**config.mk**
```make
export PLATFORM = sky130hd
export DESIGN_NAME = imem_loader
export DESIGN_NICKNAME = d
export VERILOG_FILES = /design/src/rtl/imem_loader.sv
export SDC_FILE = /design/constraint.sdc
export NUM_CORES = 1
export LEC_CHECK = 0
export ABC_CLOCK_PERIOD_IN_PS = 2100
export BUFFER_PORTS_ARGS = -buffer_cell sky130_fd_sc_hd__buf_2
export CORE_MARGIN = 3
export CORE_UTILIZATION = 30
export DETAILED_ROUTE_END_ITERATION = 8
export REMOVE_ABC_BUFFERS = 1
export SYNTH_ARGS = -nofsm -noshare
export SYNTH_HDL_FRONTEND = slang
export SYNTH_SLANG_ARGS = --single-unit
```
**constraint.sdc**
```tcl
create_clock -name clk -period 2.1 [get_ports clk]
set_input_delay 0 -clock clk [delete_from_list [all_inputs] [get_ports clk]]
set_output_delay 0 -clock clk [all_outputs]
set_load 0.02 [all_outputs]
```
**src/rtl/imem_loader.sv**
```systemverilog
// imem_loader: byte-stream boot loader for the 32-word instruction memory; IMEM_LOADER_CHECKSUM_EN adds a trailing XOR check byte.
// Latency: write strobe 1 cycle after the 4th byte of a word; done/cpu_reset release 1 cycle after the final byte is accepted.
// Backpressure: byte_ready is high in IDLE/LOAD/CHECK and low in DONE/ERROR; byte_valid low simply stalls.
module imem_loader #(
    parameter int DEPTH  = 32,
    parameter int ADDR_W = 5
) (
    input  logic              clk,
    input  logic              reset,
    input  logic [7:0]        byte_in,
    input  logic              byte_valid,
    output logic              byte_ready,
    output logic              imem_we,
    output logic [ADDR_W-1:0] imem_addr,
    output logic [31:0]       imem_wdata,
    output logic              cpu_reset,
    output logic              done,
    output logic              err
);

    typedef enum logic [2:0] {
        S_IDLE,
        S_LOAD,
`ifdef IMEM_LOADER_CHECKSUM_EN
        S_CHECK,
`endif
        S_DONE,
        S_ERROR
    } state_t;

    localparam logic [ADDR_W:0] DEPTH_W = (ADDR_W + 1)'(DEPTH);
    localparam logic [ADDR_W:0] REM_ONE = (ADDR_W + 1)'(1);
    localparam logic [7:0]      DEPTH_B = 8'(DEPTH);

    state_t            state, state_nxt;
    logic [ADDR_W-1:0] addr, addr_nxt;
    logic [ADDR_W:0]   rem, rem_nxt;
    logic [1:0]        bidx, bidx_nxt;
    logic [23:0]       shreg, shreg_nxt;
    logic              we_nxt;
    logic [ADDR_W-1:0] waddr_nxt;
    logic [31:0]       wdata_nxt;
    logic [31:0]       word;
    logic              accept;
`ifdef IMEM_LOADER_CHECKSUM_EN
    logic [7:0]        acc, acc_nxt;
`endif

    always_comb begin
        byte_ready = 1'b0;
        case (state)
            S_IDLE, S_LOAD:  byte_ready = 1'b1;
`ifdef IMEM_LOADER_CHECKSUM_EN
            S_CHECK:         byte_ready = 1'b1;
`endif
            default:         byte_ready = 1'b0;
        endcase
    end

    assign accept = byte_valid && byte_ready;
    assign word   = {shreg, byte_in};

    always_comb begin
        state_nxt = state;
        addr_nxt  = addr;
        rem_nxt   = rem;
        bidx_nxt  = bidx;
        shreg_nxt = shreg;
        we_nxt    = 1'b0;
        waddr_nxt = imem_addr;
        wdata_nxt = imem_wdata;
`ifdef IMEM_LOADER_CHECKSUM_EN
        acc_nxt   = acc;
`endif
        case (state)
            S_IDLE: begin
                if (accept) begin
                    if (byte_in > DEPTH_B) begin
                        state_nxt = S_ERROR;
                    end else begin
                        // A zero count means a full memory image.
                        rem_nxt   = (byte_in == 8'd0) ? DEPTH_W : byte_in[ADDR_W:0];
                        addr_nxt  = '0;
                        bidx_nxt  = 2'd0;
`ifdef IMEM_LOADER_CHECKSUM_EN
                        acc_nxt   = 8'd0;
`endif
                        state_nxt = S_LOAD;
                    end
                end
            end
            S_LOAD: begin
                if (accept) begin
                    shreg_nxt = word[23:0];
                    bidx_nxt  = bidx + 2'd1;
`ifdef IMEM_LOADER_CHECKSUM_EN
                    acc_nxt   = acc ^ byte_in;
`endif
                    if (bidx == 2'd3) begin
                        we_nxt    = 1'b1;
                        waddr_nxt = addr;
                        wdata_nxt = word;
                        // Address wraps only after the final word, where it is no longer used.
                        addr_nxt  = addr + 1'b1;
                        rem_nxt   = rem - REM_ONE;
                        if (rem == REM_ONE) begin
`ifdef IMEM_LOADER_CHECKSUM_EN
                            state_nxt = S_CHECK;
`else
                            state_nxt = S_DONE;
`endif
                        end
                    end
                end
            end
`ifdef IMEM_LOADER_CHECKSUM_EN
            S_CHECK: begin
                if (accept) begin
                    state_nxt = (byte_in == acc) ? S_DONE : S_ERROR;
                end
            end
`endif
            default: state_nxt = state;
        endcase
    end

    always_ff @(posedge clk or posedge reset) begin
        if (reset) begin
            state      <= S_IDLE;
            addr       <= '0;
            rem        <= '0;
            bidx       <= 2'd0;
            shreg      <= 24'd0;
            imem_we    <= 1'b0;
            imem_addr  <= '0;
            imem_wdata <= 32'd0;
            cpu_reset  <= 1'b1;
            done       <= 1'b0;
            err        <= 1'b0;
`ifdef IMEM_LOADER_CHECKSUM_EN
            acc        <= 8'd0;
`endif
        end else begin
            state      <= state_nxt;
            addr       <= addr_nxt;
            rem        <= rem_nxt;
            bidx       <= bidx_nxt;
            shreg      <= shreg_nxt;
            imem_we    <= we_nxt;
            imem_addr  <= waddr_nxt;
            imem_wdata <= wdata_nxt;
            // Status follows the current state, so release lands one edge after the last write.
            cpu_reset  <= (state != S_DONE);
            done       <= (state == S_DONE);
            err        <= (state == S_ERROR);
`ifdef IMEM_LOADER_CHECKSUM_EN
            acc        <= acc_nxt;
`endif
        end
    end

endmodule

```
* Yosys cells after proc, flatten, opt, wreduce, memory -nomap -nowiden
Index checks and enable logic that the tools add are counted.
Operators by class: add/sub/neg operators 3, magnitude comparators 1, equal/unequal tests 11, mux-type cells 25, reductions and logical operators 10
Operators with widths (count):
- 6-bit 2-to-1 mux | 5
- 5-bit 2-to-1 mux | 4
- 3-bit 2-to-1 mux | 4
- 6-bit case mux with 2 select lines | 1
- 2-bit != test (second input constant) | 5
- 5-bit case mux with 2 select lines | 1
- 5-bit AND reduction | 2
- 8-bit by 6-bit greater-than comparator with 1-bit output (second input constant) | 1
- 8-bit zero test | 1
- 2-bit 2-to-1 mux | 4
- 3-bit by 2-bit equality test with 1-bit output (second input constant) | 2
- 6-bit by 1-bit equality test with 1-bit output (second input constant) | 1
- 3-bit case mux with 2 select lines | 1
- 6-bit by 1-bit subtractor with 6-bit output (second input constant) | 1
- 5-bit by 1-bit adder with 5-bit output (second input constant) | 1
- 1-bit 2-to-1 mux | 4
- 2-bit case mux with 2 select lines | 1
- 4-bit AND reduction | 1
- 3-bit by 1-bit equality test with 1-bit output (second input constant) | 1
- 3-bit zero test | 1
- 3-bit by 2-bit != test with 1-bit output (second input constant) | 1
- 3-bit AND reduction | 1
- 2-bit by 1-bit adder with 2-bit output (second input constant) | 1
- 2-bit equality test (second input constant) | 1
- 4 further kinds | 4
Word-level totals: flip-flop bits (word level) 81, input bits 11, output and inout port bits 42, word-level logic and storage cells 61

* Longest topological paths before layout
Gate-level depths: netlist of run 1.
word-level depth 6, gate-level depth with buffers 6, mapped depth without buffers 6

* Least setup slack after synthesis of run 1
Ideal clock, no wire load.
kind register -> register, start register state[0], end register shreg[10], setup time 128 ps, arrival 1369 ps, slack 604 ps, stages on the path, launching flop included 5, buffers on the path 1, period minus slack after synthesis 1496 ps, cells stage by stage dfrtp_1 > and2b_1 > nand2_1 > buf_2 > mux2_1
Between the ends: word-level cells in the longest chain between the ends 5, elaborated cells on any way between the ends 6, those cells by class eq/ne: 1; mux: 1; reduce/logical: 4
Ends and longest elaborated chain:
- from (decl) | RTL line 35 | state_t state, state_nxt;
- from (signal assigned) | RTL line 144 | state <= state_nxt;
- 3-bit by 1-bit equality test with 1-bit output / 3-bit zero test (equally long branches) | RTL line 51, 75
- 2-bit OR reduction | RTL line 51 | case (state)
- 1-bit 2-to-1 mux | RTL line 51
- 1-bit logical AND | RTL line 60 | assign accept = byte_valid && byte_ready;
- 2-bit AND reduction (no line) *
- to (signal assigned) | RTL line 148 | shreg <= shreg_nxt;
- to (decl) | RTL line 39 | logic [23:0] shreg, shreg_nxt;
Every way passes the cells marked *; elsewhere a longest branch is shown, timed or not. A chain may end at the register's enable or synchronous reset.

* Worst setup path in the final report of run 1
start input port byte_in[1], end register addr[4]
Between the ends: word-level cells in the longest chain between the ends 3
Ends and longest elaborated chain:
- from (decl) | RTL line 10 | input logic [7:0] byte_in,
- 8-bit by 6-bit greater-than comparator with 1-bit output | RTL line 78 | if (byte_in > DEPTH_B) begin
- 2-bit != test (no line)
- 5-bit AND reduction (no line)
- to (signal assigned) | RTL line 145 | addr <= addr_nxt;
- to (decl) | RTL line 36 | logic [ADDR_W-1:0] addr, addr_nxt;
Every way passes these cells.

==> summary.md, run 1 <==
| Metric | Value |
|---|---|
| Die Width | 110 um |
| Row Count | 37 |
| Synth warn | 0 |
| Worst IR Drop VDD | around 0.24 mV |
| Final Cycle Share | 0.849 |
| Root Buffer | clkbuf_8 |
| Setup violators final | 0 |
| Most common cell in the netlist | nand2_1 |
| Post-layout nets | between 300 and 400 |
| Final Cell Area | 0.00395 mm^2 |
| CP top delay family | simple AND/OR/NAND/NOR gates |
| First-pass GRT wire length | around 12 mm |
| Hold WC Path Type | in2async |
| CP bufs+invs | 2 |
| Max cap viols | 0 |
| Layout cells sized above 1 | 0.211 |
| Clock-pin transition on the worst setup and hold timing paths | approximately 80 ps |
| EDFF count, synth | 0 |
| Clk_lat worst skew | 350 ps |
| R2r endpoint | addr[0] |
| Top cells by area, synth | dfrtp_1 (61%), nand2_1 (13%), mux2_1 (8.3%) |
| Avg Inst Size Synth | 10.5 um^2 |
| Grt ovf | 0 |
| Initial Utilization | 0.311 |
| Final Hold Fails | 0 |
| Critical R2R Launch | state[1] |
| Post-synth top area cell | dfrtp_1 |
| LEAKAGE | 2.23 nW |
| Arr. time, crit path | just over 2000 ps |
| Top cells by count, synth | nand2_1 (115), dfrtp_1 (79), mux2_1 (24), nor2_1 (10) |
| Routability cong. | 0.832 |
| Sequential area share after synthesis | 0.617 |
| CTS tree | built |
| Type of origin of the critical path | primary input |
| Slowest CP cell | dlygate4sd3_1 |
| I/O pins | 53 |
| Longest Clk Path Bufs | 2 |
| Main synth FF type | dfrtp_1 |
| Slowest stage delay, CP | 530 ps |
| DP Area | 0.00369 mm^2 |
| Gr usage total | 0.125 |
| Drt total wl | 6.84 mm |
| Worst Path Max Fanout | 11 |
| Metal2 WL | 3.23 mm |
| CTS Buf Count | 9 |
| Vias/cell | roughly 4.5 |
| Area delta synth->final | 21.7% |
| Asr flop ratio synth | 1.00 |
| Pwr Density | 648 mW/mm^2 |
| Fin cells | 516 |
| Std-Cell Core Area | 0.0104 mm^2 |
| # placed instances | approximately 490 |
| Top cell type's share of synthesized area | 0.609 |
| Post-route met1 wirelength | about 3.1 mm |
| Clock skew | 8.84 ps |
| Vias in the first global route | about 2300 |
| Post-route ant nets | 0 |
| Kind of critical path | in2reg |
| Detailed-router iteration count before antenna repair | 4 |
| Measured slew at the worst slew-check pin | 696 ps |
| Sink Count | 80 |
| Syn Inst Count | 310 |
| Die area | 0.0121 mm^2 |
| Hold_ws | around 190 ps |
| Initial antenna violation count | 0 |
| Critical-path cell list | dlygate4sd3_1 -> buf_2 -> nor3_1 -> a211oi_2 -> or2_1 -> o41ai_2 |
| HPWL Detailed | 4.61 mm |
| Die height | 110 um |
| Ant diodes | 0 |
| I/O Buffers | 52 |
| Met3 WL post-DR | 358 um |
| CP Capture Type | flip-flop |
| Total setup buffers inserted after CTS | 0 |
| Top Metal Used | met4 |
| Maximum clock rate | between 500 and 600 MHz |
| Max-slew violation count | 0 |
| Count of different cell masters after synthesis | 35 |
| Reg2Reg Setup Slack | 420 ps |
| Post-layout min period | 1780 ps |
| Via Count | 2342 |
| Drt drc | 0 |
| Largest net degree at the start of global routing | 55 |
| Yosys reg bits | 80 |
| RSZ-0062 raised after global routing | false |
| Worst reg-to-reg path cell count | 6 |
| Synthesized cell area | approximately 0.0032 mm^2 |
| Avg WL per Cell | 13.3 um |
| Status | completed |
| H-tree depth | 3 |
| Critical path data required time | approximately 2300 ps |
| Rel. slew slack | 0.535 |
| DRT iter0 DRCs | between 100 and 150 |
-- placed cells by master, fill, tap and decap left out, types with 3 or more instances in the layout --
cell | Yosys | layout
nand2_1 | 115 | 115
o21ai_0 | 3 | 3
buf_2 | 7 | 52
dlygate4sd3_1 | 0 | 10
dfrtp_1 | 79 | 79
o31ai_1 | 4 | 4
clkbuf_8 | 0 | 9
nor3_1 | 5 | 5
mux2_1 | 24 | 24
nor2_1 | 10 | 10
nand3_1 | 5 | 4
clkinv_2 | 0 | 6
buf_4 | 0 | 5
inv_1 | 7 | 6
a21oi_1 | 8 | 8
o21ai_1 | 8 | 8
ha_1 | 4 | 4
-- report_power, final --
part / leakage, nW / internal [W] / total, W / switching, W
Clock: 0.0854 / 0.000413 / 0.000939 / 0.000526
Sequential: 1.09 / 0.00154 / 0.00154 / 0
Combinational: 1.05 / 0.0000283 / 0.0000795 / 0.0000512
Total: 2.23 / 0.00198 / 0.00256 / 0.000578
-- per-layer routing --
metal / GRT usage / vias up
met3: 0.0414 / 12
li1: - / 1144
met1: 0.153 / 1144
met2: 0.205 / 42
met5: 0 / -
met4: 0.0463 / 0
-- logic make-up (layout without fill, tap and decap cells) --
| kind of cell | count (synthesis) | after routing | share of synthesized area |
|---|---|---|---|
| multiplexers | 25 | 25 | 0.0864 |
| adder cells (fa/ha/maj) | 4 | 4 | 0.0154 |
| AND/OR/NAND/NOR | 143 | 143 | 0.178 |
| buffers and inverters | 22 | 92 | 0.0305 |
| AO/OA/AOI/OAI | 35 | 35 | 0.0694 |
| flip-flops | 80 | 80 | 0.617 |
| XOR/XNOR | 1 | 1 | 0.00270 |
-- through the flow --
step | utilization | setup TNS, ps | setup WS [ps] | power [W]
final | 0.379 | 0 | 316 | 0.00256
after global routing | 0.379 | 0 | 209 | 0.00269
after CTS | 0.378 | 0 | 20.2 | 0.00260
after detailed placement | 0.354 | 0 | 33.2 | 0.00164
after global placement | 0.354 | 0 | 139 | 0.00164
after floorplan | - | -6080 | -233 | 0.00160
-- area by class of cell --
type	instances	area [um^2]
fillers	1087	6470
flip-flops and latches	80	2000
multi-input cells	208	1150
repair buffers	69	438
well taps	136	170
clock buffers	10	128
inverters	8	31.3
clock inverters	5	25.0
-- worst max path at each step --
stage / slack, ps / cells after the start / end / from
floorplan: -230 / 5 / addr[2] / state[1]
CTS: 20 / 3 / addr[3] / state[0]
global placement: 140 / 3 / addr[3] / state[0]
detailed placement: 30 / 3 / addr[3] / state[0]
global route: 210 / 6 / addr[4] / byte_in[1]
finish: 320 / 6 / addr[4] / byte_in[1]
-- repair_timing --
action,CTS,global route
hold endpoints to repair,44,0
hold buffers,10,0
resized for setup,0,1
setup endpoints to repair,0,11
-- worst min-delay path: stages --
cell and delay, ps:
dlygate4sd3_1 530, buf_2 120, clkinv_2 330
-- registers in the layout, indices dropped and copies added, names as in the netlist --
signal / count
cpu_reset: 1
done: 1
addr: 5
imem_wdata: 32
imem_we: 1
shreg: 24
bidx: 2
rem: 6
state: 2
imem_addr: 5
err: 1
Power figures use the tool's default switching activity.
==> inputs of run 2 (changes only) <==
--- a/config.mk
+++ b/config.mk
@@ -5,7 +5,7 @@
 export SDC_FILE = /design/constraint.sdc
 export NUM_CORES = 1
 export LEC_CHECK = 0
-export ABC_CLOCK_PERIOD_IN_PS = 2100
+export ABC_CLOCK_PERIOD_IN_PS = 1510
 export BUFFER_PORTS_ARGS = -buffer_cell sky130_fd_sc_hd__buf_2
 export CORE_MARGIN = 3
 export CORE_UTILIZATION = 30
==> constraint.sdc (replaced) <==
create_clock -name clk -period 1.51 [get_ports clk]
set_input_delay 0 -clock clk [delete_from_list [all_inputs] [get_ports clk]]
set_output_delay 0 -clock clk [all_outputs]
set_load 0.02 [all_outputs]
==> run 2 against run 1 <==
Effect of this change: register-to-register slack got worse by 340 ps; first-iteration DRC count decreased by 26%; non-clock buffer count increased by 7; count of clock-buffer cells in the layout unchanged; power increased by 42%; global-route usage increased by 0.24 points; combinational power increased by 57%; routed wire length increased by 6.3%.
==> summary.md, run 2 (same netlist as run 1, synthesis figures left out) <==
| Metric | Value |
|---|---|
| Maximum clock rate | 701 MHz |
| Internal power | 0.00278 W (+40%) |
| Setup TNS | 0 ps (unchanged) |
| Setup violators final | 0 (unchanged) |
| LEAKAGE | 2.30 nW (+3.2%) |
| RSZ-0062 raised after global routing | true |
| Initial Utilization | 0.311 (unchanged) |
| Clock share of power | 0.374 (+0.007) |
| Most frequent cells in the layout | nand2_1 (114), dfrtp_1 (78), buf_2 (52), mux2_1 (24), dlygate4sd3_1 (10) |
| Measured slew at the worst slew-check pin | 542 ps (-153 ps) |
| Longest Clk Path Bufs | 2 (unchanged) |
| Row Count | 37 (unchanged) |
| Gr usage total | 0.127 (+0.00239) |
| Die Width | 110 um (unchanged) |
| Final Hold Fails | 0 (unchanged) |
| I/O pins | 53 (unchanged) |
| Clock skew | 10.2 ps (+1.33 ps) |
| Ant diodes | 0 (unchanged) |
| Via Count | 2396 (+2.3%) |
| Std-Cell Core Area | 0.0104 mm^2 (unchanged) |
| Max cap viols | 0 (unchanged) |
| Post-route met1 wirelength | 3.39 mm (+8.1%) |
| Critical-path cell list | and2b_2 -> buf_4 -> and2_1 -> o31ai_2 -> o41ai_2 |
| DRT iter0 DRCs | 88 (-26%) |
| Slowest stage delay, CP | 460 ps (-70 ps) |
| Max-slew violation count | 0 (unchanged) |
| H-tree depth | 3 (unchanged) |
| Area delta synth->final | 26.8% |
| Post-route ant nets | 0 (unchanged) |
| Pwr Density | 880 mW/mm^2 (+36%) |
| Post-layout min period | 1430 ps |
| Drt total wl | 7.27 mm (+6.3%) |
| Routability cong. | 0.806 (-3.2%) |
| Setup slack after placement | -203 ps (-237 ps) |
| Drt drc | 0 (unchanged) |
| Arr. time, crit path | 1650 ps (-370 ps) |
| CTS tree | built |
| CP Capture Type | flip-flop |
| Hold_ws | 44.4 ps (-150 ps) |
| Clock-pin transition on the worst setup and hold timing paths | 80 ps (about the same) |
| Sink Count | 80 (unchanged) |
| Metal2 WL | 3.40 mm (+5.3%) |
| Root Buffer | clkbuf_8 |
| Biggest register | imem_wdata |
| Clk_lat worst skew | 350 ps (about the same) |
| Combinational cell fraction of total power | 0.035 (+0.004) |
| Sw Ratio | 0.233 (+0.00735) |
| Initial antenna violation count | 0 (unchanged) |
| Reg2Reg Setup Slack | 80 ps (-340 ps) |
| Largest net degree at the start of global routing | 30 (-45%) |
| Rel. slew slack | 0.638 (+0.103) |
| Worst IR Drop VDD | 0.469 mV (+92%) |
| Critical path data required time | 1730 ps (-610 ps) |
| Slowest CP cell | dfrtp_2 |
| Vias/cell | 4.57 (+0.74%) |
| Hold WC Path Type | in2reg |
| Sequential power share | 0.591 (-0.011) |
| Vias in the first global route | 2439 (+4.6%) |
| Grt ovf | 0 (unchanged) |
| Die height | 110 um (unchanged) |
| Type of origin of the critical path | flip-flop |
| Setup ws final | 83.3 ps (-233 ps) |
| HPWL Detailed | 4.84 mm (+5.0%) |
| CTS Buf Count | 9 (unchanged) |
| Die area | 0.0121 mm^2 (unchanged) |
| Post-layout nets | 398 (+1.8%) |
| First-pass GRT wire length | 11.9 mm (+3.2%) |
| Commonest non-fill, non-tap cell in the layout | nand2_1 |
| Status | completed |
| Avg WL per Cell | 13.9 um (+4.7%) |
| Top Metal Used | met4 |
| Layout cells sized above 1 | 0.247 (+0.0369) |
| Largest registers | imem_wdata: 32 flops, shreg: 24 flops, rem: 6 flops |
| Total power | 0.00362 W (+42%) |
| Worst Path Max Fanout | 7 (-4) |
| Max reg flops | 32 (unchanged) |
| Final Cycle Share | 0.945 |
| P_sw | 0.000844 W (+46%) |
| I/O Buffers | 52 (unchanged) |
| Detailed-router iteration count before antenna repair | 6 (+2) |
| Met3 WL post-DR | 415 um (+16%) |
| Kind of critical path | reg2reg |
[run 2: repair_timing]
| item | CTS | global route |
|---|---|---|
| pin swaps | 0 | 0 |
| cloned | 0 | 1 |
| buffers inserted | 0 | 2 |
| endpoints found under the hold margin | 42 | 0 |
| hold buffers | 10 | 0 |
| setup endpoints to repair | 10 | 53 |
| resized for setup | 2 | 10 |
[run 2: per-layer routing]
metal  global-route usage  vias to the layer above
li1                     -                     1161
met2                0.192                       47
met5                    0                        -
met4               0.0401                        0
met3               0.0472                        6
met1                0.170                     1182
[run 2: final timing paths]
path / from / to / depth (start not counted)
min in group asynchronous: reset / imem_wdata[13] / 3
hold reg to reg: shreg[21] / imem_wdata[29] / 2
max in group asynchronous: reset / imem_wdata[16] / 4
setup reg to reg: state[0] / addr[4] / 5
setup / recovery: state[0] / addr[4] / 5
hold / removal: byte_valid / bidx[1] / 4
[run 2: final cells by class]
class                           instances  area [um^2]
Fill cell                            1025         6300
Sequential cell                        80         2000
Multi-Input combinational cell        208         1180
Timing Repair Buffer                   76          558
Tap cell                              136          170
Clock buffer                           10          128
Clock inverter                          6         36.3
Inverter                                8         31.3
[run 2: through the flow]
step | utilization | cells | instance area (um^2)
floorplan | - | 296 | 3180
global placement | 0.362 | 495 | 3770
detailed placement | 0.362 | 495 | 3770
CTS | 0.388 | 521 | 4040
global route | 0.395 | 524 | 4110
finish | 0.395 | 524 | 4110
[run 2: power by group through the flow]
stage	Clock, W	Sequential, W	Combinational (W)
floorplan	0	0.00218	0.0000434
global placement	0	0.00218	0.000103
detailed placement	0	0.00218	0.000106
CTS	0.00141	0.00214	0.000129
global route	0.00152	0.00214	0.000141
finish	0.00136	0.00214	0.000125
[run 2: worst max-delay path: cells and delay by family, from the launching register on]
kind / cells / cell delay [ps]
compound gates: 2 / 310
buf+inv: 1 / 150
flops: 1 / 460
simple gates: 2 / 390
==> inputs of run 3 (changes only) <==
--- a/config.mk
+++ b/config.mk
@@ -5,7 +5,7 @@
 export SDC_FILE = /design/constraint.sdc
 export NUM_CORES = 1
 export LEC_CHECK = 0
-export ABC_CLOCK_PERIOD_IN_PS = 1510
+export ABC_CLOCK_PERIOD_IN_PS = 1700
 export BUFFER_PORTS_ARGS = -buffer_cell sky130_fd_sc_hd__buf_2
 export CORE_MARGIN = 3
 export CORE_UTILIZATION = 30
==> constraint.sdc (replaced) <==
create_clock -name clk -period 1.7 [get_ports clk]
set_input_delay 0.17 -clock clk [delete_from_list [all_inputs] [get_ports clk]]
set_output_delay 0.17 -clock clk [all_outputs]
set_load 0.02 [all_outputs]
==> run 3 against run 2 <==
Effect of this change: power down 2.0%; via count down 3.0%; register-to-register slack better by 80 ps; clock skew down 3.7 ps; cell count down 1.9%; critical endpoint is now shreg[16]; sequential share of layout area up 1.8 points.
==> summary.md, run 3 (same netlist as run 1, synthesis figures left out) <==
| Metric | Value |
|---|---|
| Status | completed |
| Maximum clock rate | 652 MHz (-7.0%) |
| Initial Utilization | 0.311 (unchanged) |
| Post-layout min period | 1530 ps (+108 ps) |
| Ant diodes | 0 (unchanged) |
| Critical path data required time | 1930 ps (+200 ps) |
| Area delta synth->final | 22.2% |
| Via Count | 2325 (-3.0%) |
| Die area | 0.0121 mm^2 (unchanged) |
| Largest net degree at the start of global routing | 34 (+13%) |
| Type of origin of the critical path | flip-flop |
| Rel. slew slack | 0.641 (+0.00331) |
| Reg2Reg Setup Slack | 170 ps (+80 ps) |
| Longest Clk Path Bufs | 2 (unchanged) |
| Commonest non-fill, non-tap cell in the layout | nand2_1 |
| H-tree depth | 3 (unchanged) |
| CP Capture Type | flip-flop |
| Pwr Density | 895 mW/mm^2 (+1.7%) |
| Measured slew at the worst slew-check pin | 538 ps (-4.34 ps) |
| Max-slew violation count | 0 (unchanged) |
| Initial antenna violation count | 0 (unchanged) |
| Max cap viols | 0 (unchanged) |
| Setup violators final | 0 (unchanged) |
| I/O Buffers | 52 (unchanged) |
| Largest registers | imem_wdata: 32 flops, shreg: 24 flops, rem: 6 flops |
| Gr usage total | 0.124 (-0.00380) |
| Vias in the first global route | 2321 (-4.8%) |
| RSZ-0062 raised after global routing | false |
| Vias/cell | 4.52 (-1.1%) |
| Die height | 110 um (unchanged) |
| Worst Path Max Fanout | 13 (+6) |
| Clk_lat worst skew | 350 ps (about the same) |
| R2r endpoint | shreg[16] |
| Clock-pin transition on the worst setup and hold timing paths | 80 ps (about the same) |
| Worst reg-to-reg path cell count | 4 (-1) |
| Setup ws final | 166 ps (+82.3 ps) |
| Setup slack after placement | 97.6 ps (+301 ps) |
| Critical R2R Launch | state[0] |
| Total setup buffers inserted after CTS | 0 (unchanged) |
| Worst IR Drop VDD | 0.358 mV (-24%) |
| Avg WL per Cell | 13.4 um (-3.2%) |
| LEAKAGE | 2.25 nW (-2.2%) |
| Final Hold Fails | 0 (unchanged) |
| Drt total wl | 6.90 mm (-5.0%) |
| Detailed-router iteration count before antenna repair | 5 (-1) |
| Grt ovf | 0 (unchanged) |
| Fin cells | 514 (-1.9%) |
| Final Cycle Share | 0.903 (-0.0422) |
| Fillcell total | 1041 (+1.6%) |
| Multi-input gate area | 0.00115 mm^2 (-2.9%) |
| Post-layout nets | 389 (-2.3%) |
| Sink Count | 80 (unchanged) |
| # placed instances | 498 (+0.61%) |
| Hold EP | imem_wdata[2] |
| Sequential Area | 0.00200 mm^2 (about the same) |
| Die Width | 110 um (unchanged) |
| Arr. time, crit path | 1760 ps (+110 ps) |
| CTS tree | built |
| Hold_sp | byte_in[2] |
| Biggest register | imem_wdata |
| Row Count | 37 (unchanged) |
| Hold WC Path Type | in2reg |
| Hold path depth | 3 (-1) |
| First-pass GRT wire length | 11.6 mm (-2.6%) |
| Clock skew | 6.47 ps (-3.70 ps) |
| I/O pins | 53 (unchanged) |
| Max reg flops | 32 (unchanged) |
| Kind of critical path | reg2reg |
| CTS Buf Count | 9 (unchanged) |
| Routability cong. | 0.829 (+2.9%) |
| HPWL Detailed | 4.88 mm (+0.95%) |
| Drt drc | 0 (unchanged) |
| Std-Cell Core Area | 0.0104 mm^2 (unchanged) |
| Post-route ant nets | 0 (unchanged) |
| Root Buffer | clkbuf_8 |
| DRT iter0 DRCs | 117 (+33%) |
| Layout cells sized above 1 | 0.233 (-0.0146) |
| Most frequent cells in the layout | nand2_1 (115), dfrtp_1 (79), buf_2 (52), mux2_1 (24), buf_4 (13) |
run 3: changes by cell type in the layout (fill, tap and decap cells not counted), moves of 2 or more:
cell	change
buf_12	-5
bufinv_16	+2
clkbuf_8	+2
buf_4	+6
dlygate4sd3_1	-9
clkinv_2	-3
run 3: layer usage:
| layer | share of wire | global-route usage |
|---|---|---|
| met2 | 0.45 | 0.187 |
| met3 | 0.051 | 0.0315 |
| met1 | 0.48 | 0.168 |
| met4 | 0.014 | 0.0534 |
| met5 | 0 | 0 |
run 3: worst max-delay path, cell delays in order (launching register included):
cell	delay, ps
dfrtp_1	470
and2b_2	280
nand2_1	100
buf_4	220
mux2_1	340
run 3: cell type report:
| cell class | instances | area share |
|---|---|---|
| clock buffers | 12 | 0.0391 |
| clock inverters | 3 | 0.0164 |
| inverters | 8 | 0.00789 |
| multi-input cells | 208 | 0.290 |
| flip-flops and latches | 80 | 0.505 |
| well taps | 136 | 0.0429 |
| repair buffers | 67 | 0.0979 |
run 3: worst max-delay path by stage:
stage          startpoint        end  slack [ps]  cells after the start
2_1_floorplan    state[1]    addr[2]        -630                      5
3_3_place_gp   byte_in[1]    addr[4]         140                      5
3_5_place_dp      bidx[0]    addr[3]         100                      4
5_1_grt            rem[0]     rem[4]          40                      6
6_report         state[0]  shreg[16]         170                      4
4_1_cts          state[0]    addr[2]          70                      5
run 3: what timing repair did:
item                                    CTS  global route
gates resized for setup                   0             2
endpoints found under the hold margin    26             0
hold buffers                              1             0
endpoints found under the setup margin    0             8
run 3: metrics by stage:
step	instance area (um^2)	setup TNS, ps	util	total power (W)	hold slack (ps)
finish	3960	0	0.381	0.00355	75.1
global route	3960	0	0.381	0.00368	67.2
CTS	3960	0	0.380	0.00359	62.6
detailed placement	3730	0	0.358	0.00203	236
global placement	3730	0	0.358	0.00203	229
floorplan	3180	-64240	-	0.00198	275
run 3: power by group:
| part | internal, W | leakage, nW | switching [W] |
|---|---|---|---|
| Sequential | 0.00190 | 1.09 | 0 |
| Clock | 0.000898 | 0.112 | 0.000663 |
| Combinational | 0.0000249 | 1.05 | 0.0000606 |
